--- config.mk ---
export PLATFORM = sky130hd
export DESIGN_NAME = mem_port_arbiter
export DESIGN_NICKNAME = d
export VERILOG_FILES = /design/src/rtl/mem_port_arbiter.sv
export SDC_FILE = /design/constraint.sdc
export NUM_CORES = 1
export LEC_CHECK = 0
export ABC_AREA = 1
export ABC_CLOCK_PERIOD_IN_PS = 7600
export CAP_MARGIN = 20
export CORE_MARGIN = 2
export CORE_UTILIZATION = 45
export CTS_CLUSTER_SIZE = 40
export DETAILED_ROUTE_END_ITERATION = 16
export GPL_TIMING_DRIVEN = 0
export PLACE_DENSITY = 0.85
export SKIP_LAST_GASP = 1
export SLEW_MARGIN = 20
export SYNTH_ARGS = -nofsm -noshare
export SYNTH_HDL_FRONTEND = slang
export SYNTH_SLANG_ARGS = --single-unit
--- constraint.sdc ---
create_clock -name clk -period 7.6 [get_ports clk]
set_clock_uncertainty 0.05 [all_clocks]
set_input_delay 1.14 -clock clk [delete_from_list [all_inputs] [get_ports clk]]
set_output_delay 1.14 -clock clk [all_outputs]
set_load 0.05 [all_outputs]
--- src/rtl/mem_port_arbiter.sv ---
// Two-port arbiter for a unified byte-addressable memory: IF fetch and MEM load/store.
// Data requests win arbitration; a starvation counter forces a fetch grant after
// STARVE_MAX consecutive data grants taken while a fetch was waiting.
module mem_port_arbiter #(
    parameter int unsigned ACCESS_CYC = 2,
    parameter int unsigned STARVE_MAX = 4,
    parameter int unsigned ADDR_W     = 32
) (
    input  logic              clk,
    input  logic              reset,

    input  logic              if_req,
    input  logic [ADDR_W-1:0] if_addr,
    output logic              if_done,
    output logic [31:0]       if_rdata,

    input  logic              d_req,
    input  logic              d_we,
    input  logic [ADDR_W-1:0] d_addr,
    input  logic [31:0]       d_wdata,
    output logic              d_done,
    output logic [31:0]       d_rdata,
    output logic              d_misalign,

    output logic [ADDR_W-1:0] m_addr,
    output logic [31:0]       m_wdata,
    output logic              m_read,
    output logic              m_write,
    input  logic [31:0]       m_rdata
);

    localparam int unsigned CNT_W = 4;
    localparam int unsigned STV_W = (STARVE_MAX < 1) ? 1 : $clog2(STARVE_MAX + 1);

    localparam logic [CNT_W-1:0]  LAST_CYC  = CNT_W'(ACCESS_CYC - 1);
    localparam logic [STV_W-1:0]  STV_LIM   = STV_W'(STARVE_MAX);
    localparam logic [ADDR_W-1:0] WORD_MASK = {{(ADDR_W-2){1'b1}}, 2'b00};

    typedef enum logic [2:0] {
        IDLE,
        ACC_IF,
        ACC_RD,
        ACC_WR,
        RESP
    } state_t;

    state_t           state;
    logic [CNT_W-1:0] acc_cnt;
    logic [STV_W-1:0] starve_cnt;
    logic             mis_q;

    logic             fetch_forced;
    logic             data_grant;
    logic             acc_last;

    // Grant decision in IDLE: data wins unless the waiting fetch has hit its starvation limit.
    assign fetch_forced = if_req && (starve_cnt == STV_LIM);
    assign data_grant   = d_req && !fetch_forced;
    assign acc_last     = (acc_cnt == LAST_CYC);

    // Access sequencer: arbitration, strobe timing, read capture and done pulses.
    always_ff @(posedge clk or posedge reset) begin
        if (reset) begin
            state      <= IDLE;
            acc_cnt    <= '0;
            starve_cnt <= '0;
            mis_q      <= 1'b0;
            if_done    <= 1'b0;
            if_rdata   <= '0;
            d_done     <= 1'b0;
            d_rdata    <= '0;
            d_misalign <= 1'b0;
            m_addr     <= '0;
            m_wdata    <= '0;
            m_read     <= 1'b0;
            m_write    <= 1'b0;
        end else begin
            if_done    <= 1'b0;
            d_done     <= 1'b0;
            d_misalign <= 1'b0;

            case (state)
                IDLE: begin
                    acc_cnt <= '0;
                    if (data_grant) begin
                        m_addr <= d_addr & WORD_MASK;
                        mis_q  <= (d_addr[1:0] != 2'b00);
                        // Only counts while a fetch is actually waiting; never reaches past the limit
                        // because a waiting fetch at the limit takes the grant instead.
                        if (if_req) begin
                            starve_cnt <= starve_cnt + STV_W'(1);
                        end else begin
                            starve_cnt <= '0;
                        end
                        if (d_we) begin
                            state   <= ACC_WR;
                            m_wdata <= d_wdata;
                            d_rdata <= '0;
                            // Single-cycle accesses raise the write strobe straight away.
                            m_write <= (LAST_CYC == '0);
                        end else begin
                            state  <= ACC_RD;
                            m_read <= 1'b1;
                        end
                    end else if (if_req) begin
                        state      <= ACC_IF;
                        m_addr     <= if_addr & WORD_MASK;
                        m_read     <= 1'b1;
                        starve_cnt <= '0;
                    end else begin
                        starve_cnt <= '0;
                    end
                end

                ACC_IF, ACC_RD: begin
                    if (acc_last) begin
                        m_read <= 1'b0;
                        state  <= RESP;
                        if (state == ACC_IF) begin
                            if_rdata <= m_rdata;
                            if_done  <= 1'b1;
                        end else begin
                            d_rdata    <= m_rdata;
                            d_done     <= 1'b1;
                            d_misalign <= mis_q;
                        end
                    end else begin
                        acc_cnt <= acc_cnt + CNT_W'(1);
                    end
                end

                ACC_WR: begin
                    if (acc_last) begin
                        m_write    <= 1'b0;
                        state      <= RESP;
                        d_done     <= 1'b1;
                        d_misalign <= mis_q;
                    end else begin
                        acc_cnt <= acc_cnt + CNT_W'(1);
                        // Strobe rises only for the final cycle: one commit edge per store.
                        m_write <= ((acc_cnt + CNT_W'(1)) == LAST_CYC);
                    end
                end

                RESP: begin
                    state <= IDLE;
                end

                default: begin
                    state <= IDLE;
                end
            endcase
        end
    end

endmodule

==> results.toml <==
[sta]
drv_slew = 0
rsz0062_at_grt = "no"
final_hold_viol_count = 0
setup-tns-final_ns = 0
fmax_mhz = 354
tightest_slew_ns = 0.705
setup_viol = 0
setup_ws_ns = 4.78
finalCritPeriodShare = 0.371
slew_headroom = 0.530
fin_crit_ns = 2.82

[route]
firstDrtPassIters = 5
vias_per_cell = 4.97
ant_nets = 0
wl_met2_um = 8410
detail_route.iter0.violations = 528
met1_length_um = 7240
wire_per_inst_um = 15.2
routed_wl_um = 17500
routed.top_layer = "met4"
route.met3.wl_um = 1250
drc = 0
vias = 5695

[synth]
yosys-mux-area-fraction = 0
synth_top_family_by_area = "simple AND/OR/NAND/NOR gates"
synth_seq_cells = 142
netlist_area_mm2 = 0.00601
synth-main-ff-cell = "dfrtp_1"
synthArstFlopShare = 1.00
synthCells = 676
ys_seq_area_frac = 0.591
synth_compound_area_frac = 0.0635
avgSynthCellArea_um2 = 8.90
synth_cell_types = 28
yosysWarnings = 0
synth_fa_ha_area_frac = 0.0104
synth-edff-count = 0
synth_xor_area_frac = 0.00437
yosys.area_share.simple = 0.275

[worst_setup_path]
worstSetupPathType = "flop to primary output"
cp_max_fo = 2
cp_slowest_cell = "clkdlybuf4s50_1"
ff2ff_setup_slack_ns = 5.59
path_buf_inv = 1
crit_chain = "clkdlybuf4s50_1"
crit_family = "buffers and inverters"
startpoint_type = "flop"
cp_data_required_time_ns = 6.41
cp_data_arrival_time_ns = 1.63
max_stage_delay_ns = 0.83
cp-end-kind = "primary output"

[die]
coreArea_mm2 = 0.0131
ioPinCount = 266
die_w_um = 120
die-area_mm2 = 0.0143
rows = 42
die_h_um = 120
initial_utilization = 0.458

[finish]
layout_common_cells = "clkdlybuf4s50_1, nand2_1, dfrtp_1"
drive_gt1_frac = 0.0701
syn2layout_area_growth_pct = 57.5
fin_nets = 1095
n_antenna_cell = 0
final_common_cell = "clkdlybuf4s50_1"

[clock_network]
numCtsBuffers = 17
hold_buffers = 0
clock_latency_ns = 0.41
h-tree-depth = 4
cts_sinks = 142
root_buffer = "clkbuf_16"
post_cts.repair.setup_buffers = 0
cts_tree = "done"
cts-resized-gates = 0
cts.path.max_buffers = 2
clk_pin_slew_ns = 0.06

[grt]
grt_pass1_vias = 5727
grt_usage = 0.253
grt_pass1_wl_um = 28600
grt-ovfl-total = 0
antenna_found_initial = 0
grt_max_degree = 77

[pwr]
p_leak_nw = 4.47
power_density_mw_per_mm2 = 499
ir_drop_uv = 282

[placed_design]
place_congestion = 0.854
io_buffers = 260
place_ws_ns = 4.62
hpwl_um = 12800

[run]
cap_viol_max_count = 0

[min_path]
hp-class = "flop to flop"

[outcome]
status = "completed"
==> sequential cells by signal, summed over array words and instances, names as in the netlist <==
| register | cells |
|---|---|
| if_done | 1 |
| d_rdata | 32 |
| m_write | 1 |
| starve_cnt | 3 |
| d_done | 1 |
| d_misalign | 1 |
| acc_cnt | 4 |
| mis_q | 1 |
| m_wdata | 32 |
| m_addr | 30 |
| state | 3 |
| m_read | 1 |
| if_rdata | 32 |
==> stage by stage <==
step | hold slack (ns) | util | instance area [um^2] | std cells | power (W)
after floorplan | 0.425 | - | 6020 | 677 | 0.00298
after global placement | 0.403 | 0.673 | 8840 | 1113 | 0.00385
after detailed placement | 0.408 | 0.676 | 8870 | 1114 | 0.00390
after CTS | 0.422 | 0.721 | 9470 | 1146 | 0.00475
after global routing | 0.430 | 0.721 | 9470 | 1146 | 0.00498
final | 0.419 | 0.721 | 9470 | 1146 | 0.00472
==> power breakdown <==
| group | leakage (nW) | switching [W] | internal (W) | total (W) |
|---|---|---|---|---|
| clock | 0.290 | 0.000318 | 0.000516 | 0.000834 |
| sequential | 1.79 | 0.000192 | 0.00109 | 0.00128 |
| combinational | 2.40 | 0.00176 | 0.000844 | 0.00261 |
==> Yosys cell counts, drive strengths merged, types with 4 or more instances <==
cell / number / area share
nand2: 240 / 0.15
dfrtp: 142 / 0.59
nand3: 106 / 0.088
o21ai: 69 / 0.058
nor2: 38 / 0.029
buf: 25 / 0.032
inv: 19 / 0.012
clkbuf: 18 / 0.011
ha: 5 / 0.010
a21oi: 4 / 0.0033
==> per-layer routing <==
layer / vias to the layer above / global-route usage
met4: 0 / 0.104
met1: 2675 / 0.321
li1: 2757 / -
met3: 38 / 0.0703
met5: - / 0
met2: 225 / 0.410
==> final timing paths <==
check | startpoint | to | cells past startpoint
setup / recovery | m_wdata[2]$_DFFE_PP0P_ | m_wdata[2] | 1
hold / removal | m_wdata[8]$_DFFE_PP0P_ | m_wdata[8]$_DFFE_PP0P_ | 2
setup reg to reg | acc_cnt[1]$_DFFE_PP0P_ | if_rdata[19]$_DFFE_PP0P_ | 9
hold reg to reg | m_wdata[8]$_DFFE_PP0P_ | m_wdata[8]$_DFFE_PP0P_ | 2
max in group asynchronous | reset | m_addr[4]$_DFFE_PP0P_ | 3
min in group asynchronous | reset | m_wdata[23]$_DFFE_PP0P_ | 2
==> logic make-up after synthesis <==
kind of cell,after synthesis
fa+ha+maj,5
flops,142
xor+xnor,3
other cells,1
compound gates,75
simple gates,388
buf+inv,62
==> area by class of cell <==
class | count | area [um^2]
well taps | 176 | 220
fillers | 995 | 3660
clock buffers | 18 | 429
multi-input cells | 473 | 2130
flip-flops and latches | 142 | 3550
clock inverters | 14 | 169
plain buffers | 43 | 258
repair buffers | 261 | 2630
inverters | 19 | 78.8
Note: power is estimated with default switching activity, not from simulation.
